### src/rtl/bin2bcd_pkg.sv
// Shared constants and state encoding for the binary-to-BCD display converter.
// Included by the interface, the digit adjuster and the converter top.
package bin2bcd_pkg;

  localparam int          BIN_W       = 27;
  localparam int          N_DIGITS    = 8;
  localparam int          DIGIT_W     = 4;
  localparam int unsigned BCD_MAX_VAL = 99_999_999;
  localparam logic [31:0] OVF_PATTERN = 32'hEEEE_EEEE;

  typedef enum logic [1:0] {
    IDLE  = 2'd0,
    SHIFT = 2'd1,
    DONE  = 2'd2
  } state_t;

endpackage

### src/rtl/bin2bcd_if.sv
// Load/result bundle between a requester and bin2bcd_disp.
// Requester drives ld/bin/dpi; converter returns busy/done/ovf/val/dp.
interface bin2bcd_if #(
  parameter int pBinWidth = bin2bcd_pkg::BIN_W,
  parameter int pDigits   = bin2bcd_pkg::N_DIGITS
);
  import bin2bcd_pkg::*;

  logic                         ld;
  logic [pBinWidth-1:0]         bin;
  logic [pDigits-1:0]           dpi;
  logic                         busy;
  logic                         done;
  logic                         ovf;
  logic [DIGIT_W*pDigits-1:0]   val;
  logic [pDigits-1:0]           dp;

  modport master (output ld, bin, dpi, input busy, done, ovf, val, dp);
  modport slave  (input ld, bin, dpi, output busy, done, ovf, val, dp);

endinterface

### src/rtl/bcd_digit_adj.sv
// Double-dabble digit correction: add 3 to a BCD digit of 5 or more, no carry out.
// Purely combinational; one instance per output digit.
module bcd_digit_adj
  import bin2bcd_pkg::*;
(
  input  logic [DIGIT_W-1:0] din,
  output logic [DIGIT_W-1:0] dout
);

  always_comb begin
    dout = (din >= 4'd5) ? din + 4'd3 : din;
  end

endmodule

### src/rtl/bin2bcd_disp.sv
// Serial double-dabble binary-to-BCD converter; result/done 28 cycles after an accepted ld.
// Backpressure: ld is dropped (not queued) while busy; outputs hold the last result.
module bin2bcd_disp
  import bin2bcd_pkg::*;
#(
  parameter int          pBinWidth = BIN_W,
  parameter int          pDigits   = N_DIGITS,
  parameter int unsigned pMaxVal   = BCD_MAX_VAL
) (
  input  logic      clk,
  input  logic      rst_n,
  bin2bcd_if.slave  bus
);

  localparam int VAL_W = DIGIT_W * pDigits;

  state_t               state;
  state_t               state_nxt;
  logic [pBinWidth-1:0] shift_reg;
  logic [VAL_W-1:0]     scratch;
  logic [VAL_W-1:0]     scratch_adj;
  logic [4:0]           cnt;
  logic [pDigits-1:0]   dp_hold;
  logic                 ovf_hold;

  for (genvar i = 0; i < pDigits; i++) begin : g_adj
    bcd_digit_adj u_adj (
      .din  (scratch[DIGIT_W*i +: DIGIT_W]),
      .dout (scratch_adj[DIGIT_W*i +: DIGIT_W])
    );
  end

  always_ff @(posedge clk or negedge rst_n) begin
    if (!rst_n) begin
      state <= IDLE;
    end else begin
      state <= state_nxt;
    end
  end

  always_comb begin
    state_nxt = state;
    case (state)
      IDLE:    if (bus.ld) state_nxt = SHIFT;
      SHIFT:   if (cnt == 5'd1) state_nxt = DONE;
      DONE:    state_nxt = IDLE;
      default: state_nxt = IDLE;
    endcase
  end

  // DONE still counts as busy so a load there cannot clobber the holding regs.
  always_comb begin
    bus.busy = (state != IDLE);
  end

  always_ff @(posedge clk or negedge rst_n) begin
    if (!rst_n) begin
      shift_reg <= '0;
      scratch   <= '0;
      cnt       <= '0;
      dp_hold   <= '0;
      ovf_hold  <= 1'b0;
      bus.val   <= '0;
      bus.dp    <= '0;
      bus.ovf   <= 1'b0;
      bus.done  <= 1'b0;
    end else begin
      bus.done <= 1'b0;
      case (state)
        IDLE: begin
          if (bus.ld) begin
            shift_reg <= bus.bin;
            dp_hold   <= bus.dpi;
            ovf_hold  <= 32'(bus.bin) > pMaxVal;
            scratch   <= '0;
            cnt       <= 5'(pBinWidth);
          end
        end
        SHIFT: begin
          {scratch, shift_reg} <= {scratch_adj, shift_reg} << 1;
          cnt                  <= cnt - 5'd1;
        end
        DONE: begin
          bus.val  <= ovf_hold ? {pDigits{OVF_PATTERN[3:0]}} : scratch;
          bus.dp   <= dp_hold;
          bus.ovf  <= ovf_hold;
          bus.done <= 1'b1;
        end
        default: ;
      endcase
    end
  end

endmodule

### src/flat_wrapper.sv
// flat-port wrapper written by rule: the top's interface ports become plain ports
module bin2bcd_disp_flat import bin2bcd_pkg::*;
#(
  parameter int          pBinWidth = BIN_W,
  parameter int          pDigits   = N_DIGITS,
  parameter int unsigned pMaxVal   = BCD_MAX_VAL
)
  (clk, rst_n, bus_ld, bus_bin, bus_dpi, bus_busy, bus_done, bus_ovf, bus_val, bus_dp);
  bin2bcd_if #(.pBinWidth(pBinWidth), .pDigits(pDigits)) bus_i ();
  input  logic clk;
  input  logic rst_n;
  input wire logic [$bits(bus_i.ld)-1:0] bus_ld;
  input wire logic [$bits(bus_i.bin)-1:0] bus_bin;
  input wire logic [$bits(bus_i.dpi)-1:0] bus_dpi;
  output wire logic [$bits(bus_i.busy)-1:0] bus_busy;
  output wire logic [$bits(bus_i.done)-1:0] bus_done;
  output wire logic [$bits(bus_i.ovf)-1:0] bus_ovf;
  output wire logic [$bits(bus_i.val)-1:0] bus_val;
  output wire logic [$bits(bus_i.dp)-1:0] bus_dp;
  assign bus_i.ld = bus_ld;
  assign bus_i.bin = bus_bin;
  assign bus_i.dpi = bus_dpi;
  assign bus_busy = bus_i.busy;
  assign bus_done = bus_i.done;
  assign bus_ovf = bus_i.ovf;
  assign bus_val = bus_i.val;
  assign bus_dp = bus_i.dp;
  bin2bcd_disp #(.pBinWidth(pBinWidth), .pDigits(pDigits), .pMaxVal(pMaxVal)) u_core (.clk(clk), .rst_n(rst_n), .bus(bus_i));
endmodule
### config.mk
export PLATFORM = sky130hd
export DESIGN_NAME = bin2bcd_disp_flat
export DESIGN_NICKNAME = d
export VERILOG_FILES = /design/src/rtl/bin2bcd_pkg.sv /design/src/rtl/bin2bcd_if.sv /design/src/rtl/bcd_digit_adj.sv /design/src/rtl/bin2bcd_disp.sv /design/src/flat_wrapper.sv
export SDC_FILE = /design/constraint.sdc
export NUM_CORES = 1
export LEC_CHECK = 0
export CAP_MARGIN = 0
export CORE_ASPECT_RATIO = 0.9
export CORE_MARGIN = 2
export CORE_UTILIZATION = 38
export CTS_BUF_LIST = sky130_fd_sc_hd__clkbuf_8
export DETAILED_ROUTE_END_ITERATION = 8
export GPL_ROUTABILITY_DRIVEN = 0
export HOLD_SLACK_MARGIN = 0.1
export PLACE_DENSITY_LB_ADDON = 0.12
export SETUP_SLACK_MARGIN = 0.3
export SYNTH_ARGS = -nofsm -noshare
export SYNTH_HDL_FRONTEND = slang
export SYNTH_SLANG_ARGS = --single-unit
### constraint.sdc
create_clock -name clk -period 1.65 [get_ports clk]
set_clock_uncertainty 0.05 [all_clocks]
set_input_delay 0.495 -clock clk [delete_from_list [all_inputs] [get_ports clk]]
set_output_delay 0.495 -clock clk [all_outputs]
set_load 0.02 [all_outputs]
# [Word-level counts from Yosys, hierarchy flattened]
# Cells that the tools add are included.
[word_totals] reg_bits=117 input_bits=38 out_inout_bits=43
[op_classes] n_lt_le_gt_ge=9 eq_ne=5 mux=19 addsub=9 n_reduce_logical=6
[ops] cell="$mux 32" n=2
[ops] cell="$pmux 32 s2" n=1
[ops] cell="$pmux 27 s2" n=1
[ops] cell="$ge 4x3->1 const B" n=8
[ops] cell="$add 4x2->4 const B" n=7
[ops] cell="$mux 4" n=7
[ops] cell="$gt 27x27->1 const B" n=1
[ops] cell="$mux 27" n=1
[ops] cell="$pmux 5 s2" n=1
[ops] cell="$reduce_and 2->1" n=3
[ops] cell="$eq 5x1->1 const B" n=1
[ops] cell="$mux 5" n=1
[ops] cell="$sub 5x1->5 const B" n=1
[ops] cell="$mux 2" n=2
[ops] cell="$pmux 2 s2" n=1
[ops] cell="$reduce_bool 2->1" n=2
[ops] cell="$add 3x2->3 const B" n=1
[ops] cell="$mux 3" n=1
[ops] cell="$eq 2x1->1 const B" n=1
[ops] cell="$eq 2x2->1 const B" n=1
[ops] cell="$logic_not 2->1" n=1
[ops] cell="$ne 2x1->1 const B" n=1
[ops] cell="$ne 2x2->1 const B" n=1
[ops] cell="$mux 1" n=1

# [Longest topological paths before layout]
[depth] ltp_word=3 depth_mapped=6 mapped_depth_nobuf=6

# [Modules after synthesis]
# Synthesis repeated with hierarchy kept, for this count alone.
[unflattened] cells_unflattened=625 hier_area_um2=5554.1
[modules_own_cells] module="bin2bcd_disp" seq_area_each_um2=2927.8 cells_per_inst=497 area_each_um2=4743.3 n_inst=1
[modules_own_cells] module="bcd_digit_adj" seq_area_each_um2=0.0 cells_per_inst=16 area_each_um2=101.3 n_inst=8

# [Worst setup path before layout]
# OpenSTA, ideal clock, no wires.
[synth_timing] kind="input -> register" start="input bus_bin[11]" end="register u_core.ovf_hold" path_stages=4 t_arrival_ns=1.445 setup_time_ns=0.126 path_slack_ns=0.029 cell_sequence="or4_1 -> nor2_1 -> o21ai_1 -> a221o_1"
[synth_between] elab_chain_len=1
[synth_lines] element="start: declaration" line="flat_wrapper.sv:13" source="input wire logic [$bits(bus_i.bin)-1:0] bus_bin;"
[synth_lines] element="$gt 27x27->1" line="bin2bcd_disp.sv:74" source="ovf_hold <= 32'(bus.bin) > pMaxVal;"
[synth_lines] element="end signal: assignment" line="bin2bcd_disp.sv:74"
[synth_lines] element="end: declaration" line="bin2bcd_disp.sv:24" source="logic ovf_hold;"
# No other way between the ends.
# A chain may end at the register's enable or synchronous reset.

# [Final worst setup path]
[layout_timing] start="register u_core.state[0]" end="output bus_busy"
[layout_between] elab_chain_len=1
[layout_lines] element="start: declaration" line="bin2bcd_disp.sv:17" source="state_t state;"
[layout_lines] element="start signal: assignment" line="bin2bcd_disp.sv:37" source="state <= state_nxt;"
[layout_lines] element="$reduce_bool 2->1" line="bin2bcd_disp.sv:53" source="bus.busy = (state != IDLE);"
[layout_lines] element="end: declaration" line="flat_wrapper.sv:15" source="output wire logic [$bits(bus_i.busy)-1:0] bus_busy;"
# No other way between the ends.

==> results <==
- The run finished, with violations left.
- The checks that failed: negative setup slack.
- The sequential cells in the finished layout cover a total of 2930 sq um.
- The die is 129 um wide.
- The tightest min-delay check is of the primary input to flop type.
- The share of the synthesized area in the top cell type is 54.9%.
- The number of DRC violations after detailed routing is 0.
- In this design, the stage delay of the slowest critical-path cell is 0.37 ns.
- The fraction of power spent switching nets is 38.6%.
- The cell row count is 41.
- The first-pass GRT wire length is 23,500 um.
- The startpoint of the tightest hold check path is bus_bin[8].
- The total buffers and inverters traversed by the critical path is 1.
- Setup repair after global routing could not meet its margin everywhere.
- Synthesis handed over a netlist of 554 instances.
- The root cell of the clock tree is sky130_fd_sc_hd__clkbuf_8.
- At the pin with the least slew margin, the transition time is 0.506 ns.
- For this design the static power due to leakage is 4.08 nW.
- The global routing usage on met2 is 32.6%.
- The maximum number of pins on one net before global-route repair is 35.
- The global routing usage on met1 is 26.9%.
- Relative to the synthesized area, the layout overhead comes to 65.3%.
- Using the TritonRoute via totals, the vias-per-cell ratio works out to 5.19.
- For this design the total switching power over the nets is 6.27 mW.
- The H-tree was split into 4 levels.
- After clock tree synthesis, the clock-pin slew on the worst setup and hold paths is 0.07 ns.
- The number of detailed-routing iterations run before antenna repair is 5.
- Yosys attributes the largest share of cell area to sky130_fd_sc_hd__dfrtp_1 (55%), sky130_fd_sc_hd__nand2_1 (9.9%), sky130_fd_sc_hd__o21ai_0 (4.5%).
- The most common cell in the netlist is sky130_fd_sc_hd__nand2_1.
- The share of total power dissipated in the clock network is 17.1%.
- Summing all multi-input logic gate instances after layout gives 2900 sq um.
- The maximum frequency from static timing analysis is 575 MHz.
- The count of input and output buffers is 80.
- The most used flip-flop cell after synthesis is sky130_fd_sc_hd__dfrtp_1.
- Counting distinct cell types in the post-synthesis netlist gives 38.
- Setup violations remaining at the end of the flow were counted as 20.
- The net count of the finished layout is 792.
- Cells with a size suffix above 1 make up 43.1% of the layout.
- The number of sinks handled by clock tree synthesis is 117.
- STA classifies the critical path endpoint as an output pin.
- The number of gates on the worst path with buffers counted is 2.
- The number of buffers on the longest clock path is 2.
- The number of filler instances in the final layout is 1,144.
- For this design the top-level I/O count stands at 81.
- The detail route stage leaves a number of antenna-violating nets equal to 0.
- For met3 alone, demand over resource in global routing was 5.41%.
- The startpoint type of the worst setup path is a flop.
- The area of the core region is 13,900 sq um.
- The sequential share of power is 31.6%.
- The die covers 15,000 sq um.
- In this run the critical register-to-register path is launched from u_core.state[1].
- The critical path goes through or2_4, buf_6.
- The power per unit of standard cell area is 1840 nW/um^2.
- The clock tree from TritonCTS is built.
- The final critical path takes up 105% of the cycle.
- The via count of the first global-routing pass is 4,547.
- The highest-utilization routing layer at the global route stage is met2.
- The number of antenna violations at the first check in global routing is 0.
- The final critical-path required period is 1.74 ns.
- The worst hold path cell count is 3.
- Counting flops and latches in the post-synthesis netlist gives 117.
- Across all hold checks on the routed design, the worst slack comes to 0.382 ns.
- The wire-length estimate of the detail-placed layout is 8370 um.
- Of all nets on the critical path, the largest fanout is 2.
- Max-cap violations in this run came to 0.
- The path depth of the worst reg2reg path is 6.
- The y dimension of the die is 116 um.
- The clock latency at the later pin of the worst-skew pair is 0.45 ns.
- The share of synthesized registers carrying an async set or reset is 100%.
- The hold violation total from the final report came to 0.
- STA puts the critical path data arrival time at 1.19 ns.
- Once the floorplan was initialized, standard cells occupied 38.5% of the core.
- Ranked by instance count, the synthesized netlist is headed by sky130_fd_sc_hd__nand2_1 (140), sky130_fd_sc_hd__dfrtp_1 (117), sky130_fd_sc_hd__o21ai_0 (48).
- In this design, the largest share of critical-path delay is due to flip-flops.
- For this run, the number of Yosys warnings is 0.
- In the final routed layout, each cell accounts on average for 17.3 um.
- The detailed router finished its first iteration with 242 violations.
- The overall overflow remaining after global route is 0.
- In this run the tightest slew margin relative to its limit is 65.8%.
- The maximum vdd ir drop is 0.000719 V.
- The start point of the critical path is u_core.state[0].
- The sum of routed wire length over all layers is 16,000 um.
- The combinational share of power is 51.4%.
- Among all stages on the critical path, the largest delay is contributed by sky130_fd_sc_hd__dfrtp_1.
- When the netlist entered floorplanning its net count stood at 610.
- The register area share after synthesis is 54.9%.
- The average footprint of a synthesized cell is 9.62 sq um.
- The class of the most critical setup path is flop to output pin.
- The number of slew-limit violations in the final report is 0.
- The number of enable flip-flop cells after synthesis is 0.
- The biggest area contributor in the post-synthesis netlist is sky130_fd_sc_hd__dfrtp_1.
- The final worst slack is -0.0888 ns.
- The number of buffers created by CTS is 17.
- The cell area after technology mapping is 5330 sq um.
- Data on the critical path is required at its endpoint by 1.10 ns.
- Internal power comes to 9.96 mW.
- The final antenna diode count is 0.
- The routed layout has 4,782 vias.
- Adding up every negative setup slack in the final design gives -1.07 ns.
- In the global route stage, overall resource usage came out at 20.2%.
## metal layers
layer | vias up | routed length (um)
li1 | 2280 | -
met1 | 2363 | 7190
met2 | 124 | 7890
met3 | 15 | 700
met4 | 0 | 178
met5 | - | 0
## what timing repair did
action	CTS	global route
gates resized for setup	314	83
pin swaps	11	22
setup endpoints to repair	129	148
gates cloned	11	12
setup buffers	44	23
hold endpoints to repair	17	0
hold buffers	1	0
## power by group through the flow
stage / combinational, mW / clock [mW] / sequential [mW]
6_report: 8.34 / 2.77 / 5.12
5_1_grt: 9.12 / 2.93 / 5.26
4_1_cts: 7.60 / 2.81 / 5.07
3_5_place_dp: 6.26 / 0 / 5.07
3_3_place_gp: 6.07 / 0 / 5.02
2_1_floorplan: 4.04 / 0 / 5.23
## worst min-delay path: cells and delay by family
kind,cells,cell delay [ns]
buf+inv,1,0.22
simple gates,1,0.05
compound gates,1,0.07
## layout by cell type (no fill, tap or decap), types with 14 or more instances in the layout
master / count
sky130_fd_sc_hd__buf_12: 17
sky130_fd_sc_hd__clkbuf_8: 20
sky130_fd_sc_hd__nand2_1: 125
sky130_fd_sc_hd__buf_6: 53
sky130_fd_sc_hd__a22oi_1: 17
sky130_fd_sc_hd__nand2_2: 14
sky130_fd_sc_hd__o31ai_1: 16
sky130_fd_sc_hd__o21ai_0: 16
sky130_fd_sc_hd__buf_4: 65
sky130_fd_sc_hd__nor2_1: 26
sky130_fd_sc_hd__inv_2: 16
sky130_fd_sc_hd__clkdlybuf4s50_1: 32
sky130_fd_sc_hd__o21ai_1: 26
sky130_fd_sc_hd__nand3_2: 23
sky130_fd_sc_hd__dfrtp_1: 114
## kinds of logic after synthesis
kind of cell	after synthesis	synth area share [%]
compound gates	122	14.7
mux	9	1.85
flops	117	54.9
buf+inv	54	4.27
fa+ha+maj	18	4.23
xor+xnor	15	2.46
simple gates	219	17.5
## through the flow
step                instances  util (%)  worst slack [ns]  area, sq um  power, mW
global route              921      63.6            -0.143         8810       17.3
global placement          798      49.4            -0.555         6840       11.1
CTS                       886      58.4            -0.121         8090       15.5
detailed placement        798      49.4            -0.578         6840       11.3
finish                    921      63.6           -0.0888         8810       16.2
floorplan                 554         -            0.0381         5720       9.27
## cell type report
cell class / instances / area share [%]
Timing Repair Buffer: 192 / 25.7
Multi-Input combinational cell: 388 / 32.9
Sequential cell: 117 / 33.3
Inverter: 20 / 0.937
Clock buffer: 20 / 3.12
Tap cell: 172 / 2.44
Clock inverter: 12 / 1.52
## worst paths after layout
kind / endpoint / slack [ns]
setup / recovery: bus_busy / -0.09
hold / removal: u_core.shift_reg[8] / 0.38
setup reg to reg: u_core.scratch[23] / -0.08
hold reg to reg: u_core.dp_hold[7] / 0.42
max in group asynchronous: u_core.cnt[1] / 0.60
min in group asynchronous: u_core.scratch[16] / 0.45
Power figures use the tool's default switching activity.
